--- src/rtl/ref_mem_pkg.sv ---
`default_nettype none
// ============================================================================
// Module   : ref_mem_pkg
// Brief    : Shared constants and state encoding for the reference memory loader
// Revision : 1.0 - initial release
// ============================================================================
package ref_mem_pkg;

    localparam int PIXEL     = 8;
    localparam int X         = 32;
    localparam int ADDR_W    = 7;
    localparam int ROWS_W    = 8;
    localparam int NUM_BANKS = X;
    localparam int BANK_W    = $clog2(NUM_BANKS);
    localparam int DATA_W    = X * PIXEL;

    typedef enum logic [1:0] {
        IDLE = 2'd0,
        LOAD = 2'd1,
        FIN  = 2'd2
    } state_t;

endpackage
`default_nettype wire

--- src/rtl/ref_bank_map.sv ---
`default_nettype none
// ============================================================================
// Module   : ref_bank_map
// Brief    : Maps (row, chunk) of a search window to a one-hot bank and address
// Revision : 1.0 - initial release
// ============================================================================
module ref_bank_map
    import ref_mem_pkg::*;
(
    input  logic [ROWS_W-1:0] i_row,
    input  logic [1:0]        i_chunk,
    input  logic [ADDR_W-1:0] i_base,
    input  logic [2:0]        i_chunks,
    input  logic [BANK_W-1:0] i_ofs,
    output logic [X-1:0]      o_bank_onehot,
    output logic [ADDR_W-1:0] o_addr
);

    logic [BANK_W-1:0]        w_bank;
    logic [ROWS_W-BANK_W-1:0] w_band;
    logic [ADDR_W-1:0]        w_band_ofs;

    // Rows rotate through all banks; every 32 rows a new band of addresses opens.
    assign w_bank        = i_row[BANK_W-1:0] + i_ofs;
    assign w_band        = i_row[ROWS_W-1:BANK_W];
    assign w_band_ofs    = ADDR_W'(w_band) * ADDR_W'(i_chunks);
    assign o_addr        = i_base + w_band_ofs + ADDR_W'(i_chunk);
    assign o_bank_onehot = X'(1) << w_bank;

endmodule
`default_nettype wire

--- src/rtl/ref_mem_loader.sv ---
`default_nettype none
// ============================================================================
// Module   : ref_mem_loader
// Brief    : Converts a row-major beat stream into registered 32-bank memory writes
// Revision : 1.0 - initial release
// ============================================================================
module ref_mem_loader
    import ref_mem_pkg::*;
(
    input  logic                 clk,
    input  logic                 rst,
    input  logic                 start,
    input  logic [ADDR_W-1:0]    cfg_base,
    input  logic [ROWS_W-1:0]    cfg_rows,
    input  logic [2:0]           cfg_chunks,
    input  logic [BANK_W-1:0]    cfg_bank_ofs,
    input  logic                 s_valid,
    output logic                 s_ready,
    input  logic [DATA_W-1:0]    s_data,
    output logic [DATA_W-1:0]    ref_input,
    output logic [X-1:0]         Bank_sel,
    output logic [ADDR_W*X-1:0]  write_address_all,
    output logic                 busy,
    output logic                 done
);

    state_t              r_state;
    logic [ADDR_W-1:0]   r_base;
    logic [ROWS_W-1:0]   r_rows;
    logic [2:0]          r_chunks;
    logic [BANK_W-1:0]   r_ofs;
    logic [ROWS_W-1:0]   r_row;
    logic [1:0]          r_chunk;
    logic                r_s_ready;
    logic                r_busy;
    logic                r_done;
    logic [DATA_W-1:0]   r_data;
    logic [X-1:0]        r_bank_sel;
    logic [ADDR_W-1:0]   r_addr;

    logic                w_accept;
    logic                w_chunk_last;
    logic                w_last;
    logic [X-1:0]        w_bank_onehot;
    logic [ADDR_W-1:0]   w_addr;

    assign w_accept     = s_valid && r_s_ready;
    assign w_chunk_last = ({1'b0, r_chunk} == (r_chunks - 3'd1));
    assign w_last       = w_chunk_last && (r_row == (r_rows - ROWS_W'(1)));

    ref_bank_map u_bank_map (
        .i_row         (r_row),
        .i_chunk       (r_chunk),
        .i_base        (r_base),
        .i_chunks      (r_chunks),
        .i_ofs         (r_ofs),
        .o_bank_onehot (w_bank_onehot),
        .o_addr        (w_addr)
    );

    always_ff @(posedge clk) begin
        if (rst) begin
            r_state    <= IDLE;
            r_base     <= '0;
            r_rows     <= '0;
            r_chunks   <= '0;
            r_ofs      <= '0;
            r_row      <= '0;
            r_chunk    <= '0;
            r_s_ready  <= 1'b0;
            r_busy     <= 1'b0;
            r_done     <= 1'b0;
            r_data     <= '0;
            r_bank_sel <= '0;
            r_addr     <= '0;
        end else begin
            // Write enable is a single-cycle strobe; data and address hold.
            r_bank_sel <= '0;
            case (r_state)
                IDLE: begin
                    if (start) begin
                        r_base   <= cfg_base;
                        r_rows   <= cfg_rows;
                        r_chunks <= cfg_chunks;
                        r_ofs    <= cfg_bank_ofs;
                        r_row    <= '0;
                        r_chunk  <= '0;
                        r_busy   <= 1'b1;
                        if ((cfg_rows != '0) && (cfg_chunks != '0)) begin
                            r_state   <= LOAD;
                            r_s_ready <= 1'b1;
                        end else begin
                            r_state <= FIN;
                            r_done  <= 1'b1;
                        end
                    end
                end
                LOAD: begin
                    if (w_accept) begin
                        r_data     <= s_data;
                        r_bank_sel <= w_bank_onehot;
                        r_addr     <= w_addr;
                        if (w_last) begin
                            r_state   <= FIN;
                            r_s_ready <= 1'b0;
                            r_done    <= 1'b1;
                        end else if (w_chunk_last) begin
                            r_chunk <= '0;
                            r_row   <= r_row + ROWS_W'(1);
                        end else begin
                            r_chunk <= r_chunk + 2'd1;
                        end
                    end
                end
                FIN: begin
                    r_state <= IDLE;
                    r_busy  <= 1'b0;
                    r_done  <= 1'b0;
                end
                default: begin
                    r_state   <= IDLE;
                    r_s_ready <= 1'b0;
                    r_busy    <= 1'b0;
                    r_done    <= 1'b0;
                end
            endcase
        end
    end

    generate
        for (genvar b = 0; b < X; b++) begin : g_addr
            assign write_address_all[b*ADDR_W +: ADDR_W] = r_addr;
        end
    endgenerate

    assign s_ready   = r_s_ready;
    assign ref_input = r_data;
    assign Bank_sel  = r_bank_sel;
    assign busy      = r_busy;
    assign done      = r_done;

endmodule
`default_nettype wire

--- config.mk ---
export PLATFORM = sky130hd
export DESIGN_NAME = ref_mem_loader
export DESIGN_NICKNAME = d
export VERILOG_FILES = /design/src/rtl/ref_mem_pkg.sv /design/src/rtl/ref_bank_map.sv /design/src/rtl/ref_mem_loader.sv
export SDC_FILE = /design/constraint.sdc
export NUM_CORES = 1
export LEC_CHECK = 0
export CORE_AREA = 2 2 314 316
export DETAILED_ROUTE_END_ITERATION = 12
export DIE_AREA = 0 0 316 318
export REMOVE_ABC_BUFFERS = 1
export SYNTH_ARGS = -nofsm -noshare
export SYNTH_HDL_FRONTEND = slang
export SYNTH_SLANG_ARGS = --single-unit
--- constraint.sdc ---
create_clock -name clk -period 2.68 [get_ports clk]
set_input_delay 0.268 -clock clk [delete_from_list [all_inputs] [get_ports clk]]
set_output_delay 0.268 -clock clk [all_outputs]
set_load 0.02 [all_outputs]
==> impl_metrics.py, run 1 <==
metrics = {
    "timing": {
        "setup_viol": 0,
        "rsz0062_at_grt": "true",
        "fin_ws_ps": 63.72,
        "fin_crit_sh": 0.9762,
        "relSlewSlack": 0.2576,
        "finalClockSkew_ps": 12.83,
        "tightest_slew_ps": 1114,
        "whs_ps": 167.1,
        "hold_violations": 0,
        "final-max-slew-violation-count": 0,
        "finalCriticalPeriod_ps": 2616,
        "fmax_mhz": 382.2,
    },
    "setup_path": {
        "path_delay_family": "adder cells",
        "critPathLaunchType": "flop",
        "worstSetupStartpoint": "r_row[5]",
        "worst-path-buf-inv": 1,
        "rr_endpoint": "r_addr[6]",
        "critPathArrivalTime_ps": 3070,
        "critical_path.slowest_cell": "fa_1",
        "crit_cells": 11,
        "r2r_slack_ps": 60,
        "cpPeakStageDelay_ps": 530,
        "crit_top_cell": "fa_1",
        "reg2reg_from": "r_row[5]",
        "cp_data_required_time_ps": 3130,
        "cp_max_fo": 4,
        "critPathCaptureType": "flop",
        "endpoint": "r_addr[6]",
        "path_class": "reg2reg",
        "worstRegToRegCells": 11,
        "path_cells": "nand2_2, fa_1, inv_1, fa_1, ha_1, a21o_1, a21oi_2, o21bai_1, a21oi_1, xor2_1, o21ai_1",
    },
    "synthesis": {
        "synth_compound_area_frac": 0.1328,
        "synthSimpleGateAreaFrac": 0.1970,
        "ys.flop_type": "dfxtp_1",
        "synth_mux_area_frac": 0.0008109,
        "synth_edf_count": 0,
        "synth.avg_cell_area_um2": 7.954,
        "synth-async-reset-ratio": 0,
        "yosysUniqueCellTypes": 51,
        "synth_seq_cells": 333,
        "synth_warnings": 0,
        "synth_xor_area_frac": 0.01388,
        "synth_area_um2": 13890,
        "ys_seq_area_frac": 0.4800,
        "postSynthCellCount": 1746,
        "synth_fa_ha_area_frac": 0.02505,
        "synth_top_family_by_area": "simple AND/OR/NAND/NOR gates",
    },
    "detailed_routing": {
        "ant_nets": 0,
        "dr_total_vias": 13230,
        "firstDrtPassIters": 4,
        "wire_per_inst_um": 14.88,
        "drt_wl_total_um": 54150,
        "drc": 0,
        "via_per_inst": 3.634,
        "drtIter0Drc": 693,
    },
    "floorplan": {
        "die_area_um2": 100500,
        "die_y_um": 318,
        "std_cell_rows": 115,
        "core_um2": 97410,
        "ios": 798,
        "fp.dieW_um": 316,
        "floorplan.initialDensity": 0.1426,
    },
    "status": {
        "run_status": "complete, no violations",
    },
    "place": {
        "hpwl_um": 40330,
        "place_ws_ps": -181.8,
        "dp.cells": 3555,
        "gp_congestion": 0.7917,
        "io_buffers": 797,
    },
    "grt": {
        "grt_start_max_net_pins": 198,
        "overflow": 0,
        "track_usage": 0.1016,
        "grt_first_pass_wirelength_um": 78190,
        "use_met3": 0.03665,
        "first_global_vias": 12740,
        "antenna_found_initial": 7,
        "use_met2": 0.1760,
        "use_met1": 0.1122,
        "busiest_layer": "met2",
    },
    "clock_network": {
        "clk_pin_slew_ps": 60,
        "root_buffer": "clkbuf_16",
        "insertion_delay_ps": 580,
        "numCtsBuffers": 44,
        "numClockSinks": 333,
        "clockBufferDepth": 3,
        "cts_tree": "done",
        "htree_levels": 2,
    },
    "pwr": {
        "power.density_nw_per_um2": 526.2,
        "power_leakage_nw": 7.890,
        "vdd_ir_drop_max_v": 0.0003417,
    },
    "cells_and_area": {
        "syn_to_final_growth_pct": 68.60,
        "nets": 2621,
        "final_cell_mix": "clkdlybuf4s50_1 (796), nand2_1 (585), dfxtp_1 (329)",
        "layout-drive-gt1-share": 0.05920,
        "multi_input_area_um2": 5165,
        "finalNonFillerCells": 3639,
        "layout_commonest_cell": "clkdlybuf4s50_1",
        "n_fill_cell": 10660,
        "seqCellArea_um2": 6674,
    },
    "worst_hold_path": {
        "hold_depth": 3,
        "min_path_type": "in2reg",
    },
    "job": {
        "maxCapViolCount": 0,
    },
}
[worst reg2reg max path: stages, from the launching register on]
cell and delay (ps):
dfxtp_4 360, nand2_2 60, fa_1 530, inv_1 50, fa_1 450, ha_1 300
a21o_1 170, a21oi_2 130, o21bai_1 70, a21oi_1 150, xor2_1 160, o21ai_1 70
[per-stage QoR]
step | power, mW | setup TNS, ps | util | instance area (µm²)
5_1_grt | 12.90 | -57.67 | 0.2404 | 23410
2_1_floorplan | 5.677 | -2089360 | - | 11870
3_3_place_gp | 6.537 | -342.2 | 0.2250 | 21920
3_5_place_dp | 6.541 | -392.4 | 0.2250 | 21920
6_report | 12.32 | 0 | 0.2404 | 23410
4_1_cts | 12.62 | 0 | 0.2400 | 23380
[where the power goes]
part           switching (mW)  leakage (nW)  internal, mW
clock                    2.44         0.697          3.46
combinational           0.605          4.50         0.692
sequential             0.0741          2.69          5.05
total                    3.12          7.89          9.20
[cell type report]
type	instances	area share
Clock inverter	23	0.009512
Tap cell	1287	0.06878
Inverter	18	0.002886
Sequential cell	333	0.2850
Antenna cell	4	0.0004275
Timing Repair Buffer	841	0.3604
Clock buffer	56	0.05237
Multi-Input combinational cell	1077	0.2206
[flip-flops by register name (all words and copies together) (netlist names), 3 cells and up]
signal / cells
r_rows: 8
r_ofs: 5
r_row: 8
Bank_sel: 32
r_chunks: 3
r_addr: 7
r_base: 7
ref_input: 256
[layer usage]
| metal | share of wire | up-vias |
|---|---|---|
| met5 | 0.00022 | - |
| met4 | 0.029 | 2 |
| met3 | 0.089 | 76 |
| met2 | 0.49 | 520 |
| met1 | 0.39 | 6068 |
| li1 | - | 6559 |
[synth_stat cells, types with 8 or more instances]
| master | count | area, µm² |
|---|---|---|
| nor2_1 | 45 | 168.9 |
| and2_1 | 8 | 50.05 |
| xnor2_1 | 12 | 105.1 |
| ha_1 | 15 | 187.7 |
| nand2_1 | 586 | 2200 |
| clkbuf_1 | 96 | 360.4 |
| inv_1 | 18 | 67.56 |
| fa_1 | 8 | 160.2 |
| a21oi_1 | 300 | 1501 |
| xor2_1 | 10 | 87.58 |
| buf_4 | 217 | 1629 |
| dfxtp_1 | 333 | 6666 |
[timing repair]
item | 4_1_cts | 5_1_grt
endpoints found under the setup margin | 4 | 3
gates resized for setup | 6 | 4
hold endpoints to repair | 0 | 0
setup buffers | 0 | 1
pin swaps | 3 | 2
hold buffers | 0 | 0
[cell families (layout without fill, tap and decap cells)]
| kind of cell | Yosys count | count (layout) |
|---|---|---|
| buffers and inverters | 336 | 938 |
| flip-flops | 333 | 333 |
| multiplexers | 1 | 1 |
| AND/OR/NAND/NOR | 688 | 688 |
| AO/OA/AOI/OAI | 343 | 343 |
| XOR/XNOR | 22 | 22 |
| other | 0 | 4 |
| adder cells (fa/ha/maj) | 23 | 23 |
[how the worst min path moves through the flow]
stage                   startpoint              to  slack [ps]
global placement    ref_input[141]  ref_input[141]         440
floorplan                      rst            busy         340
finish                         rst       r_addr[0]         170
global route                   rst       r_addr[0]         170
CTS                            rst       r_addr[4]         140
detailed placement  ref_input[223]  ref_input[223]         450
No activity file was read; power rests on OpenSTA's default activity.
==> run 2: changes to the inputs <==
Settings changed: SKIP_CTS_REPAIR_TIMING set to 1.
==> impl_metrics.py, run 2 (same netlist as run 1, synthesis figures left out) <==
metrics = {
    "setup_path": {
        "path_cells": "nand2_2, fa_1, inv_1, fa_1, ha_1, a21o_1, a21oi_2, o21bai_1, a21oi_1, xor2_1, o21ai_1",
        "cp_max_fo": 4,
        "critPathCaptureType": "flop",
        "critical_path.slowest_cell": "fa_1",
        "path_class": "reg2reg",
        "critPathLaunchType": "flop",
        "crit_top_cell": "fa_1",
        "cp_data_required_time_ps": 3130,
        "critPathArrivalTime_ps": 3070,
        "cpPeakStageDelay_ps": 530,
    },
    "pwr": {
        "power_leakage_nw": 7.890,
        "vdd_ir_drop_max_v": 0.0003410,
        "power.density_nw_per_um2": 526.0,
    },
    "detailed_routing": {
        "drc": 0,
        "wire_per_inst_um": 14.86,
        "dr_total_vias": 13210,
        "drtIter0Drc": 686,
        "firstDrtPassIters": 4,
        "via_per_inst": 3.631,
        "drt_wl_total_um": 54060,
        "ant_nets": 0,
    },
    "grt": {
        "antenna_found_initial": 7,
        "track_usage": 0.1015,
        "use_met3": 0.03665,
        "grt_start_max_net_pins": 198,
        "overflow": 0,
        "grt_first_pass_wirelength_um": 78190,
        "busiest_layer": "met2",
        "use_met2": 0.1759,
        "use_met1": 0.1122,
        "first_global_vias": 12750,
    },
    "place": {
        "place_ws_ps": -181.8,
        "hpwl_um": 40330,
        "dp.cells": 3555,
        "io_buffers": 797,
        "gp_congestion": 0.7917,
    },
    "floorplan": {
        "ios": 798,
        "fp.dieW_um": 316,
        "die_area_um2": 100500,
        "core_um2": 97410,
        "die_y_um": 318,
        "floorplan.initialDensity": 0.1426,
        "std_cell_rows": 115,
    },
    "clock_network": {
        "clockBufferDepth": 3,
        "clk_pin_slew_ps": 60,
        "insertion_delay_ps": 580,
        "numCtsBuffers": 44,
        "cts_tree": "done",
        "root_buffer": "clkbuf_16",
        "numClockSinks": 333,
        "htree_levels": 2,
    },
    "cells_and_area": {
        "layout-drive-gt1-share": 0.05920,
        "seqCellArea_um2": 6674,
        "final_cell_mix": "clkdlybuf4s50_1 (796), nand2_1 (585), dfxtp_1 (329)",
        "nets": 2621,
        "syn_to_final_growth_pct": 68.60,
        "layout_commonest_cell": "clkdlybuf4s50_1",
        "multi_input_area_um2": 5165,
        "largest_reg_flops": 256,
        "n_fill_cell": 10670,
        "finalNonFillerCells": 3639,
    },
    "timing": {
        "fin_ws_ps": 67.62,
        "final-max-slew-violation-count": 0,
        "rsz0062_at_grt": "true",
        "tightest_slew_ps": 1108,
        "finalCriticalPeriod_ps": 2612,
        "hold_violations": 0,
        "setup_viol": 0,
        "relSlewSlack": 0.2614,
        "fin_crit_sh": 0.9748,
        "fmax_mhz": 382.8,
        "finalClockSkew_ps": 12.93,
    },
    "job": {
        "maxCapViolCount": 0,
    },
    "worst_hold_path": {
        "min_path_type": "in2reg",
    },
    "status": {
        "run_status": "complete, no violations",
    },
}
-- run 2: cell counts in the layout (fill, tap and decap cells not counted) --
No cell type changed its count.
-- run 2: area by class of cell --
type / instances / share of cell area
well taps: 1287 / 0.06878
diodes: 4 / 0.0004275
multi-input cells: 1077 / 0.2206
clock buffers: 56 / 0.05237
flip-flops and latches: 333 / 0.2850
repair buffers: 841 / 0.3604
clock inverters: 23 / 0.009512
inverters: 18 / 0.002886
-- run 2: worst max-delay path: cells and delay by family, from the launching register on --
kind	cells	cell delay [ps]
compound gates	5	590
xor+xnor	1	160
fa+ha+maj	3	1280
buf+inv	1	50
flops	1	360
simple gates	1	60
-- run 2: power by group --
| part | switching, mW | internal (mW) |
|---|---|---|
| Clock | 2.43 | 3.46 |
| Sequential | 0.0747 | 5.05 |
| Combinational | 0.605 | 0.692 |
-- run 2: per-stage QoR --
stage / hold WS, ps / instance area, µm² / utilization / power [mW] / TNS, ps
2_1_floorplan: 337.1 / 11870 / - / 5.677 / -2089360
3_3_place_gp: 440.5 / 21920 / 0.2250 / 6.537 / -342.2
3_5_place_dp: 445.4 / 21920 / 0.2250 / 6.541 / -392.4
4_1_cts: 141.3 / 23370 / 0.2399 / 12.62 / -388.0
5_1_grt: 168.2 / 23410 / 0.2404 / 12.90 / -53.07
6_report: 172.5 / 23410 / 0.2404 / 12.32 / 0
-- run 2: path summary, 6_finish.rpt --
path	startpoint	slack, ps	cells after the start	endpoint
worst min-delay path	rst	170	3	r_addr[0]
worst max-delay path	r_row[5]	70	11	r_addr[6]
worst max register to register	r_row[5]	70	11	r_addr[6]
worst min register to register	ref_input[190]	450	2	ref_input[190]
-- run 2: layer usage --
layer	routed length, µm	vias to the layer above
li1	-	6559
met1	21290	6048
met2	26390	527
met3	4777	77
met4	1591	2
met5	12	-
